`src/rtl/axi_interface_arbitrater_if.sv`:
```
// AXI3/AXI4 bus bundle between the cache arbiter and the interconnect.
//   master : the arbiter; drives AR/AW/W channels plus rready/bready.
//   slave  : the interconnect; drives the ready signals plus the R/B channels.
interface axi_interface_arbitrater_if;
  // AR channel
  logic [3:0]  arid;
  logic [31:0] araddr;
  logic [7:0]  arlen;
  logic [2:0]  arsize;
  logic [1:0]  arburst;
  logic [1:0]  arlock;
  logic [3:0]  arcache;
  logic [2:0]  arprot;
  logic        arvalid;
  logic        arready;
  // R channel
  logic [3:0]  rid;
  logic [31:0] rdata;
  logic [1:0]  rresp;
  logic        rlast;
  logic        rvalid;
  logic        rready;
  // AW channel
  logic [3:0]  awid;
  logic [31:0] awaddr;
  logic [7:0]  awlen;
  logic [2:0]  awsize;
  logic [1:0]  awburst;
  logic [1:0]  awlock;
  logic [3:0]  awcache;
  logic [2:0]  awprot;
  logic        awvalid;
  logic        awready;
  // W channel
  logic [3:0]  wid;
  logic [31:0] wdata;
  logic [3:0]  wstrb;
  logic        wlast;
  logic        wvalid;
  logic        wready;
  // B channel
  logic [3:0]  bid;
  logic [1:0]  bresp;
  logic        bvalid;
  logic        bready;

  modport master (
    output arid, araddr, arlen, arsize, arburst, arlock, arcache, arprot, arvalid,
    input  arready,
    input  rid, rdata, rresp, rlast, rvalid,
    output rready,
    output awid, awaddr, awlen, awsize, awburst, awlock, awcache, awprot, awvalid,
    input  awready,
    output wid, wdata, wstrb, wlast, wvalid,
    input  wready,
    input  bid, bresp, bvalid,
    output bready
  );

  modport slave (
    input  arid, araddr, arlen, arsize, arburst, arlock, arcache, arprot, arvalid,
    output arready,
    output rid, rdata, rresp, rlast, rvalid,
    input  rready,
    input  awid, awaddr, awlen, awsize, awburst, awlock, awcache, awprot, awvalid,
    output awready,
    input  wid, wdata, wstrb, wlast, wvalid,
    output wready,
    output bid, bresp, bvalid,
    input  bready
  );
endinterface

```
`src/rtl/axi_interface_arbitrater.sv`:
```
// Single-port AXI master arbitrating I-cache and D-cache requests.
// Single-beat transfers, one outstanding transaction, data side has priority.
// Ports:
//   clk, reset           : clock, async active-high reset
//   stall_by_arbitrater  : high while any cache request is still unserved
//   inst_cache_*         : instruction-side req/addr/size in, rdata/dok out
//   data_cache_*         : data-side req/addr/wr/size/wdata in, rdata/dok out
//   axi                  : AXI bus (master modport)
module axi_interface_arbitrater #(
  parameter logic [3:0] INST_ID = 4'd0,
  parameter logic [3:0] DATA_ID = 4'd1
) (
  input  logic        clk,
  input  logic        reset,
  output logic        stall_by_arbitrater,
  input  logic        inst_cache_req,
  input  logic [31:0] inst_cache_addr,
  input  logic        inst_cache_wr,
  input  logic [1:0]  inst_cache_size,
  input  logic [31:0] inst_cache_wdata,
  output logic [31:0] inst_cache_rdata,
  output logic        inst_cache_dok,
  input  logic        data_cache_req,
  input  logic [31:0] data_cache_addr,
  input  logic        data_cache_wr,
  input  logic [1:0]  data_cache_size,
  input  logic [31:0] data_cache_wdata,
  output logic [31:0] data_cache_rdata,
  output logic        data_cache_dok,
  axi_interface_arbitrater_if.master axi
);

  typedef enum logic [2:0] {
    S_IDLE, S_I_AR, S_I_R, S_D_AR, S_D_R, S_D_AWW, S_D_B
  } state_t;

  state_t      r_state, w_next;
  logic [31:0] r_addr, r_wdata;
  logic [1:0]  r_size;
  logic        r_done_i, r_done_d;
  logic        r_aw_done, r_w_done;
  logic        r_inst_dok, r_data_dok;
  logic [31:0] r_inst_rdata, r_data_rdata;
  logic [3:0]  w_wstrb;
  logic        w_stall;

  // Inputs that carry no information for single-beat, in-order traffic.
  logic w_unused_ok;
  assign w_unused_ok = ^{inst_cache_wr, inst_cache_wdata, axi.rid, axi.rresp,
                         axi.rlast, axi.bid, axi.bresp};

  // A done flag masks its request until the cache sees the dok and the
  // stall drops; without it the still-high level req would be re-served.
  assign w_stall = (inst_cache_req & ~r_done_i) | (data_cache_req & ~r_done_d);
  assign stall_by_arbitrater = w_stall;

  assign inst_cache_dok   = r_inst_dok;
  assign data_cache_dok   = r_data_dok;
  assign inst_cache_rdata = r_inst_rdata;
  assign data_cache_rdata = r_data_rdata;

  always_comb begin
    case (r_size)
      2'b00:   w_wstrb = 4'b0001 << r_addr[1:0];
      2'b01:   w_wstrb = 4'b0011 << {r_addr[1], 1'b0};
      default: w_wstrb = 4'b1111;
    endcase
  end

  // Fixed single-beat attributes
  assign axi.arid    = (r_state == S_I_AR) ? INST_ID : DATA_ID;
  assign axi.araddr  = r_addr;
  assign axi.arlen   = 8'd0;
  assign axi.arsize  = {1'b0, r_size};
  assign axi.arburst = 2'b01;
  assign axi.arlock  = 2'b00;
  assign axi.arcache = 4'd0;
  assign axi.arprot  = 3'd0;
  assign axi.awid    = DATA_ID;
  assign axi.awaddr  = r_addr;
  assign axi.awlen   = 8'd0;
  assign axi.awsize  = {1'b0, r_size};
  assign axi.awburst = 2'b01;
  assign axi.awlock  = 2'b00;
  assign axi.awcache = 4'd0;
  assign axi.awprot  = 3'd0;
  assign axi.wid     = DATA_ID;
  assign axi.wdata   = r_wdata;
  assign axi.wstrb   = w_wstrb;
  assign axi.wlast   = 1'b1;

  always_ff @(posedge clk or posedge reset) begin
    if (reset) r_state <= S_IDLE;
    else       r_state <= w_next;
  end

  always_comb begin
    w_next      = r_state;
    axi.arvalid = 1'b0;
    axi.rready  = 1'b0;
    axi.awvalid = 1'b0;
    axi.wvalid  = 1'b0;
    axi.bready  = 1'b0;
    case (r_state)
      S_IDLE: begin
        if (data_cache_req && !r_done_d)
          w_next = data_cache_wr ? S_D_AWW : S_D_AR;
        else if (inst_cache_req && !r_done_i)
          w_next = S_I_AR;
      end
      S_I_AR, S_D_AR: begin
        axi.arvalid = 1'b1;
        if (axi.arready) w_next = (r_state == S_I_AR) ? S_I_R : S_D_R;
      end
      S_I_R, S_D_R: begin
        axi.rready = 1'b1;
        if (axi.rvalid) w_next = S_IDLE;
      end
      S_D_AWW: begin
        // AW and W complete independently; leave once both have.
        axi.awvalid = ~r_aw_done;
        axi.wvalid  = ~r_w_done;
        if ((r_aw_done || axi.awready) && (r_w_done || axi.wready))
          w_next = S_D_B;
      end
      S_D_B: begin
        axi.bready = 1'b1;
        if (axi.bvalid) w_next = S_IDLE;
      end
      default: w_next = S_IDLE;
    endcase
  end

  always_ff @(posedge clk or posedge reset) begin
    if (reset) begin
      r_addr       <= '0;
      r_wdata      <= '0;
      r_size       <= '0;
      r_done_i     <= 1'b0;
      r_done_d     <= 1'b0;
      r_aw_done    <= 1'b0;
      r_w_done     <= 1'b0;
      r_inst_dok   <= 1'b0;
      r_data_dok   <= 1'b0;
      r_inst_rdata <= '0;
      r_data_rdata <= '0;
    end else begin
      r_inst_dok <= (r_state == S_I_R) && axi.rvalid;
      r_data_dok <= ((r_state == S_D_R) && axi.rvalid) ||
                    ((r_state == S_D_B) && axi.bvalid);

      if (r_state == S_I_R && axi.rvalid) r_inst_rdata <= axi.rdata;
      if (r_state == S_D_R && axi.rvalid) r_data_rdata <= axi.rdata;

      // Clear when nothing is pending; a completion in the same cycle wins.
      if (!w_stall) begin
        r_done_i <= 1'b0;
        r_done_d <= 1'b0;
      end
      if (r_state == S_I_R && axi.rvalid) r_done_i <= 1'b1;
      if ((r_state == S_D_R && axi.rvalid) || (r_state == S_D_B && axi.bvalid))
        r_done_d <= 1'b1;

      // Request fields are frozen for the whole transaction.
      if (r_state == S_IDLE && w_next != S_IDLE) begin
        if (w_next == S_I_AR) begin
          r_addr  <= inst_cache_addr;
          r_size  <= inst_cache_size;
          r_wdata <= '0;
        end else begin
          r_addr  <= data_cache_addr;
          r_size  <= data_cache_size;
          r_wdata <= data_cache_wdata;
        end
      end

      if (r_state == S_IDLE) begin
        r_aw_done <= 1'b0;
        r_w_done  <= 1'b0;
      end else if (r_state == S_D_AWW) begin
        if (axi.awready) r_aw_done <= 1'b1;
        if (axi.wready)  r_w_done  <= 1'b1;
      end
    end
  end

endmodule

```
`src/flat_wrapper.sv`:
```
// flat-port wrapper written by rule: the top's interface ports become plain ports
module axi_interface_arbitrater_flat 
#(
  parameter logic [3:0] INST_ID = 4'd0,
  parameter logic [3:0] DATA_ID = 4'd1
)
  (clk, reset, stall_by_arbitrater, inst_cache_req, inst_cache_addr, inst_cache_wr, inst_cache_size, inst_cache_wdata, inst_cache_rdata, inst_cache_dok, data_cache_req, data_cache_addr, data_cache_wr, data_cache_size, data_cache_wdata, data_cache_rdata, data_cache_dok, axi_arid, axi_araddr, axi_arlen, axi_arsize, axi_arburst, axi_arlock, axi_arcache, axi_arprot, axi_arvalid, axi_arready, axi_rid, axi_rdata, axi_rresp, axi_rlast, axi_rvalid, axi_rready, axi_awid, axi_awaddr, axi_awlen, axi_awsize, axi_awburst, axi_awlock, axi_awcache, axi_awprot, axi_awvalid, axi_awready, axi_wid, axi_wdata, axi_wstrb, axi_wlast, axi_wvalid, axi_wready, axi_bid, axi_bresp, axi_bvalid, axi_bready);
  axi_interface_arbitrater_if axi_i ();
  input  logic clk;
  input  logic reset;
  output logic stall_by_arbitrater;
  input  logic inst_cache_req;
  input  logic [31:0] inst_cache_addr;
  input  logic inst_cache_wr;
  input  logic [1:0] inst_cache_size;
  input  logic [31:0] inst_cache_wdata;
  output logic [31:0] inst_cache_rdata;
  output logic inst_cache_dok;
  input  logic data_cache_req;
  input  logic [31:0] data_cache_addr;
  input  logic data_cache_wr;
  input  logic [1:0] data_cache_size;
  input  logic [31:0] data_cache_wdata;
  output logic [31:0] data_cache_rdata;
  output logic data_cache_dok;
  output wire logic [$bits(axi_i.arid)-1:0] axi_arid;
  output wire logic [$bits(axi_i.araddr)-1:0] axi_araddr;
  output wire logic [$bits(axi_i.arlen)-1:0] axi_arlen;
  output wire logic [$bits(axi_i.arsize)-1:0] axi_arsize;
  output wire logic [$bits(axi_i.arburst)-1:0] axi_arburst;
  output wire logic [$bits(axi_i.arlock)-1:0] axi_arlock;
  output wire logic [$bits(axi_i.arcache)-1:0] axi_arcache;
  output wire logic [$bits(axi_i.arprot)-1:0] axi_arprot;
  output wire logic [$bits(axi_i.arvalid)-1:0] axi_arvalid;
  input wire logic [$bits(axi_i.arready)-1:0] axi_arready;
  input wire logic [$bits(axi_i.rid)-1:0] axi_rid;
  input wire logic [$bits(axi_i.rdata)-1:0] axi_rdata;
  input wire logic [$bits(axi_i.rresp)-1:0] axi_rresp;
  input wire logic [$bits(axi_i.rlast)-1:0] axi_rlast;
  input wire logic [$bits(axi_i.rvalid)-1:0] axi_rvalid;
  output wire logic [$bits(axi_i.rready)-1:0] axi_rready;
  output wire logic [$bits(axi_i.awid)-1:0] axi_awid;
  output wire logic [$bits(axi_i.awaddr)-1:0] axi_awaddr;
  output wire logic [$bits(axi_i.awlen)-1:0] axi_awlen;
  output wire logic [$bits(axi_i.awsize)-1:0] axi_awsize;
  output wire logic [$bits(axi_i.awburst)-1:0] axi_awburst;
  output wire logic [$bits(axi_i.awlock)-1:0] axi_awlock;
  output wire logic [$bits(axi_i.awcache)-1:0] axi_awcache;
  output wire logic [$bits(axi_i.awprot)-1:0] axi_awprot;
  output wire logic [$bits(axi_i.awvalid)-1:0] axi_awvalid;
  input wire logic [$bits(axi_i.awready)-1:0] axi_awready;
  output wire logic [$bits(axi_i.wid)-1:0] axi_wid;
  output wire logic [$bits(axi_i.wdata)-1:0] axi_wdata;
  output wire logic [$bits(axi_i.wstrb)-1:0] axi_wstrb;
  output wire logic [$bits(axi_i.wlast)-1:0] axi_wlast;
  output wire logic [$bits(axi_i.wvalid)-1:0] axi_wvalid;
  input wire logic [$bits(axi_i.wready)-1:0] axi_wready;
  input wire logic [$bits(axi_i.bid)-1:0] axi_bid;
  input wire logic [$bits(axi_i.bresp)-1:0] axi_bresp;
  input wire logic [$bits(axi_i.bvalid)-1:0] axi_bvalid;
  output wire logic [$bits(axi_i.bready)-1:0] axi_bready;
  assign axi_arid = axi_i.arid;
  assign axi_araddr = axi_i.araddr;
  assign axi_arlen = axi_i.arlen;
  assign axi_arsize = axi_i.arsize;
  assign axi_arburst = axi_i.arburst;
  assign axi_arlock = axi_i.arlock;
  assign axi_arcache = axi_i.arcache;
  assign axi_arprot = axi_i.arprot;
  assign axi_arvalid = axi_i.arvalid;
  assign axi_i.arready = axi_arready;
  assign axi_i.rid = axi_rid;
  assign axi_i.rdata = axi_rdata;
  assign axi_i.rresp = axi_rresp;
  assign axi_i.rlast = axi_rlast;
  assign axi_i.rvalid = axi_rvalid;
  assign axi_rready = axi_i.rready;
  assign axi_awid = axi_i.awid;
  assign axi_awaddr = axi_i.awaddr;
  assign axi_awlen = axi_i.awlen;
  assign axi_awsize = axi_i.awsize;
  assign axi_awburst = axi_i.awburst;
  assign axi_awlock = axi_i.awlock;
  assign axi_awcache = axi_i.awcache;
  assign axi_awprot = axi_i.awprot;
  assign axi_awvalid = axi_i.awvalid;
  assign axi_i.awready = axi_awready;
  assign axi_wid = axi_i.wid;
  assign axi_wdata = axi_i.wdata;
  assign axi_wstrb = axi_i.wstrb;
  assign axi_wlast = axi_i.wlast;
  assign axi_wvalid = axi_i.wvalid;
  assign axi_i.wready = axi_wready;
  assign axi_i.bid = axi_bid;
  assign axi_i.bresp = axi_bresp;
  assign axi_i.bvalid = axi_bvalid;
  assign axi_bready = axi_i.bready;
  axi_interface_arbitrater #(.INST_ID(INST_ID), .DATA_ID(DATA_ID)) u_core (.clk(clk), .reset(reset), .stall_by_arbitrater(stall_by_arbitrater), .inst_cache_req(inst_cache_req), .inst_cache_addr(inst_cache_addr), .inst_cache_wr(inst_cache_wr), .inst_cache_size(inst_cache_size), .inst_cache_wdata(inst_cache_wdata), .inst_cache_rdata(inst_cache_rdata), .inst_cache_dok(inst_cache_dok), .data_cache_req(data_cache_req), .data_cache_addr(data_cache_addr), .data_cache_wr(data_cache_wr), .data_cache_size(data_cache_size), .data_cache_wdata(data_cache_wdata), .data_cache_rdata(data_cache_rdata), .data_cache_dok(data_cache_dok), .axi(axi_i));
endmodule
```
`config.mk`:
```
export PLATFORM = sky130hd
export DESIGN_NAME = axi_interface_arbitrater_flat
export DESIGN_NICKNAME = d
export VERILOG_FILES = /design/src/rtl/axi_interface_arbitrater_if.sv /design/src/rtl/axi_interface_arbitrater.sv /design/src/flat_wrapper.sv
export SDC_FILE = /design/constraint.sdc
export NUM_CORES = 1
export LEC_CHECK = 0
export ABC_AREA = 1
export BUFFER_PORTS_ARGS = -buffer_cell sky130_fd_sc_hd__buf_4
export CELL_PAD_IN_SITES_DETAIL_PLACEMENT = 1
export CELL_PAD_IN_SITES_GLOBAL_PLACEMENT = 2
export CORE_ASPECT_RATIO = 0.7
export CORE_MARGIN = 1.5
export CORE_UTILIZATION = 20
export CTS_BUF_LIST = sky130_fd_sc_hd__clkbuf_8 sky130_fd_sc_hd__clkbuf_16
export CTS_CLUSTER_SIZE = 28
export DETAILED_ROUTE_END_ITERATION = 8
export PLACE_DENSITY_LB_ADDON = 0.1
export SLEW_MARGIN = 10
export SYNTH_ARGS = -nofsm -noshare
export SYNTH_HDL_FRONTEND = slang
export SYNTH_SLANG_ARGS = --single-unit
```
`constraint.sdc`:
```
create_clock -name clk -period 4.42 [get_ports clk]
set_clock_uncertainty 0.1 [all_clocks]
set_input_delay 0.663 -clock clk [delete_from_list [all_inputs] [get_ports clk]]
set_output_delay 0.663 -clock clk [all_outputs]
set_load 0.005 [all_outputs]
```
Word level (Yosys, flattened, before mapping) --
Index checks and enable logic that the tools add are counted.
Operators by class: equality and inequality tests 10, shift-type cells 2, muxes and demuxes 28, bitwise gates (word level) 7, reductions and logical operators 22
Operators by type and width (count):
- 2-to-1 mux 32 bit | 2
- 2-to-1 mux 3 bit | 8
- 2-to-1 mux 1 bit | 15
- case mux 3 bit (5 select lines) | 1
- == test 3 bit (second input constant) | 3
- case mux 4 bit (2 select lines) | 1
- logical AND 1 bit | 7
- == test 3 x 1 -> 1 bit (second input constant) | 2
- == test 3 x 2 -> 1 bit (second input constant) | 2
- nonzero test 2 bit | 3
- != test 2 x 1 -> 1 bit (second input constant) | 2
- inverter 1 bit | 4
- AND reduction 2 bit | 2
- OR reduction 2 bit | 2
- << shifter 1 x 2 -> 4 bit (first input constant) | 1
- << shifter 2 x 2 -> 4 bit (first input constant) | 1
- logical NOT 3 bit | 1
- logical OR 1 bit | 3
- nonzero test 3 bit | 1
- AND 1 bit | 2
- == test 2 x 1 -> 1 bit (second input constant) | 1
- logical NOT 1 bit | 2
- logical NOT 2 bit | 1
- 2-to-1 mux 2 bit | 1
- OR 1 bit | 1
Word-level totals: flip-flop bits (word level) 139, input bits 188, output and inout port bits 229, word-level logic and storage cells 81

Longest topological paths before layout --
depth in word-level cells 7, gate-level depth with buffers 13, depth with buffers taken out 10

Least setup slack after synthesis --
OpenSTA, ideal clock, no wires.
kind in2reg, start point input axi_awready, end point register u_core.r_addr[10], in the netlist u_core.axi.araddr[10], setup time 117 ps, arrival 1718 ps, path slack 2484 ps, stages on the path 11, cell sequence nor2_1 > nor2_1 > nand2_1 > nand2_1 > inv_1 > nand2_1 > nor2_2 > clkbuf_1 > nand4_1 > nand3_1 > nand2_1
On the way: cells in the longest elaborated chain, start to end 6, elaborated cells on any way between the ends 8
RTL lines:
- start, declared | RTL line flat_wrapper.sv:51 | input wire logic [$bits(axi_i.awready)-1:0] axi_awready;
- logical OR 1 bit * | RTL line axi_interface_arbitrater.sv:123 | if ((r_aw_done || axi.awready) && (r_w_done || axi.wready))
- logical AND 1 bit * | RTL line axi_interface_arbitrater.sv:123
- 2-to-1 mux 3 bit * | RTL line axi_interface_arbitrater.sv:123
- case mux 3 bit (5 select lines) * | RTL line axi_interface_arbitrater.sv:104 | case (r_state)
- == test 3 x 1 -> 1 bit / nonzero test 3 bit (equally long branches) | RTL line axi_interface_arbitrater.sv:166, axi_interface_arbitrater.sv:165
- 2-to-1 mux 32 bit / logical AND 1 bit (equally long branches) | RTL line axi_interface_arbitrater.sv:166, axi_interface_arbitrater.sv:165
- end signal, assigned | RTL line axi_interface_arbitrater.sv:167 | r_addr <= inst_cache_addr;
- end signal, assigned | RTL line axi_interface_arbitrater.sv:171 | r_addr <= data_cache_addr;
- end, declared | RTL line axi_interface_arbitrater.sv:38 | logic [31:0] r_addr, r_wdata;
Mark *: on every way between the ends. The rest lies on a longest branch, timed or not. A chain may end at the register's enable or synchronous reset.

Worst setup path after layout --
start point register u_core.r_state[2], end point register u_core.r_addr[2], in the netlist u_core.axi.araddr[2]
On the way: cells in the longest elaborated chain, start to end 6, elaborated cells on any way between the ends 21
RTL lines:
- start, declared | RTL line axi_interface_arbitrater.sv:37 | state_t r_state, w_next;
- start signal, assigned | RTL line axi_interface_arbitrater.sv:94 | else r_state <= w_next;
- == test 3 x 1 -> 1 bit | RTL line axi_interface_arbitrater.sv:104, axi_interface_arbitrater.sv:113
- 2-to-1 mux 3 bit (2 in series) | RTL line axi_interface_arbitrater.sv:113 | if (axi.arready) w_next = (r_state == S_I_AR) ? S_I_R : S_D_R;
- case mux 3 bit (5 select lines) | RTL line axi_interface_arbitrater.sv:104
- == test 3 x 1 -> 1 bit / nonzero test 3 bit (equally long branches) | RTL line axi_interface_arbitrater.sv:166, axi_interface_arbitrater.sv:165
- 2-to-1 mux 32 bit / logical AND 1 bit (equally long branches) | RTL line axi_interface_arbitrater.sv:166, axi_interface_arbitrater.sv:165
Parallel ways exist; a longest one is shown, timed or not.

==> results.yml <==
cells_and_area:
  synthToLayoutAreaGrowth_pct: 44.4
  nNetsFinal: 1310
  finalInstanceArea_sq_um: 9870
  drive_gt1_frac: 0.327
  final_cells: 1570
sta:
  rsz0062_at_grt: "no"
  fin_crit_ns: 2.68
  relSlewSlack: 0.341
  finalSetupTns_ns: 0
  worst_slew_pin_slew_ns: 0.988
  fin_crit_sh: 0.606
  max_freq_mhz: 373
  hold_viol: 0
  slew_violations: 0
  setup_viol: 0
  holdWs_ns: 0.254
power:
  power_frac_comb: 0.456
  switching_share: 0.389
  vdd.ir_drop.worst_mv: 0.347
  p_switching_mw: 2.77
  sequentialPowerShare: 0.319
  clkPwrFrac: 0.225
  p_int_mw: 4.35
  leakagePower_nw: 5.60
  powerDensity_nw_per_um2: 721
clocking:
  ctsHoldBuffers: 0
  cts_resized: 0
  post-cts-setup-buffers: 0
  clk_pin_slew_ns: 0.06
  cts_tree: "built"
  h-tree-depth: 4
  insertion_delay_ns: 0.43
  cts.sinks: 139
  cts_buffers: 17
  cts_root_buf: "clkbuf_16"
  clockBufferDepth: 2
floorplan:
  io_pins: 417
  core_sq_um: 33600
  placementRows: 56
  initial_utilization: 0.204
  die_h_microns: 158
  dieArea_sq_um: 35300
  die_w_microns: 224
global_route:
  grtUsageMet2: 0.226
  grt_max_degree: 140
  antenna_found_initial: 1
  grt_util_met1: 0.188
  grt_pass1_vias: 6288
  grt_util_all_layers: 0.144
  grt_use_met3: 0.0510
  grt_pass1_wl_microns: 38100
  busiest_layer: "met2"
  grt.overflow.total: 0
setup_path:
  rrSetupSlack_ns: 1.74
  crit_fanout: 66
  r2r_start: "u_core.r_state[2]"
  path_class: "reg2reg"
  ff2ff_path_depth: 10
  worst_ep_required_time_ns: 4.65
  worstPathArrival_ns: 2.90
  end_kind: "flip-flop"
  startpoint_type: "flip-flop"
  regToRegEndpoint: "u_core.axi.araddr[2]"
placed_design:
  placed_cell_area_sq_um: 9220
  placed_cells: 1538
  port_buffers: 318
  place_congestion: 0.704
  hpwl_microns: 17600
detailed_routing:
  wl_per_cell_microns: 16.1
  drtIter0Drc: 264
  viasPerCell: 3.90
  vias: 6117
  drt_pass1_iterations: 4
  drtAntennaViolNets: 0
  drc: 0
  wl_microns: 25300
min_path:
  hold_path.class: "in2async"
logic_synthesis:
  yosys-top-cells-area: "dfrtp_1 (51%), nand2_1 (14%), buf_4 (9.6%)"
  yosysTopAreaCellShare: 0.509
  syn_area_sq_um: 6830
  syn_inst: 855
  yosysWarnings: 0
  ys_seq_elements: 139
  ys_types: 23
  synth_top_cell_by_area: "dfrtp_1"
  avgSynthCellArea_sq_um: 7.99
  seq_area_frac_synth: 0.509
run_status:
  outcome: "finished, final reports clean"
run:
  cap_violations: 0
## layer usage
metal | part of all wire | wire [microns] | vias to the layer above
li1 | - | - | 3039
met1 | 0.46 | 11500 | 2912
met2 | 0.47 | 11900 | 152
met3 | 0.064 | 1620 | 14
met4 | 0.0099 | 251 | 0
met5 | 0 | 0 | -
## logic make-up after synthesis
group                  count (synthesis)  synth area share
AO/OA/AOI/OAI                         73            0.0544
buffers and inverters                256             0.193
flip-flops                           139             0.509
other                                  2           0.00110
AND/OR/NAND/NOR                      385             0.242
## stage by stage
| stage | util | worst slack, ns | power [mW] |
|---|---|---|---|
| after CTS | 0.294 | 1.63 | 7.33 |
| after global placement | 0.275 | 1.60 | 5.63 |
| after floorplan | - | 1.92 | 3.95 |
| after detailed placement | 0.275 | 1.57 | 5.66 |
| final | 0.294 | 1.74 | 7.11 |
| after global routing | 0.294 | 1.35 | 7.78 |
## cells in the mapped netlist, drive strengths merged
cell type and n:
nand2 257, nand4 35, o21ai 70, inv 125, nor2 17, o22ai 1
buf 106, a211oi 1, conb 2, nand3 75, nor3 1, dfrtp 139
clkbuf 25, o21bai 1
## registers in the layout (all words and copies together), names as in the netlist
name                     flops
u_core.axi.araddr           32
u_core.axi.wdata            32
u_core.r_state               3
u_core.r_w_done              1
u_core.r_done_d              1
u_core.r_done_i              1
u_core.data_cache_rdata     32
u_core.data_cache_dok        1
u_core.inst_cache_dok        1
u_core.inst_cache_rdata     32
u_core.r_aw_done             1
u_core.r_size                2
## critical path, stage by stage (launching register included)
cell and delay [ns]:
dfrtp_1 0.50, nor3_2 0.36, nand2_1 0.09, nand2_1 0.11, nor2_4 0.04, buf_4 0.28, nand4_4 0.11, buf_4 0.63
nand2_1 0.13, nand3_1 0.12, nand2_1 0.06
## area by class of cell
| type | instances | area, sq um |
|---|---|---|
| diodes | 1 | 2.50 |
| clock buffers | 21 | 480 |
| repair buffers | 329 | 2480 |
| well taps | 435 | 544 |
| clock inverters | 10 | 165 |
| inverters | 125 | 473 |
| flip-flops and latches | 139 | 3480 |
| fillers | 4053 | 23700 |
| multi-input cells | 510 | 2240 |
## cells in the final DEF, fill, tap and decap left out, types with 2 or more instances in the layout
master      netlist  final
clkinvlp_4        0      3
inv_1           124    122
bufinv_16         0      4
o21ai_0          65     65
buf_4            87    328
nand2_1         256    256
inv_2             1      3
dfrtp_1         139    139
o21ai_1           5      5
nand3_1          74     73
nor2_1           14     14
nand4_1          34     34
clkbuf_8          0      4
nor2_2            3      2
clkinv_4          0      3
conb_1            2     52
nand3_2           1      2
clkbuf_16         0     17
## power by group through the flow
stage	registers (mW)	logic (mW)	clock network, mW
after global placement	2.28	3.35	0
after global routing	2.37	3.69	1.72
after floorplan	2.25	1.70	0
after CTS	2.29	3.37	1.67
final	2.27	3.25	1.60
after detailed placement	2.30	3.37	0
## worst max-delay path by stage
stage | startpoint | cells past startpoint | end
finish | u_core.r_state[2] | 10 | u_core.axi.araddr[2]
global route | u_core.r_state[2] | 10 | u_core.axi.araddr[22]
floorplan | reset | 1 | u_core.axi.araddr[0]
detailed placement | axi_rvalid | 11 | u_core.axi.araddr[2]
global placement | axi_rvalid | 11 | u_core.axi.araddr[4]
CTS | u_core.r_state[2] | 10 | u_core.axi.araddr[2]
No activity file was read; power rests on OpenSTA's default activity.
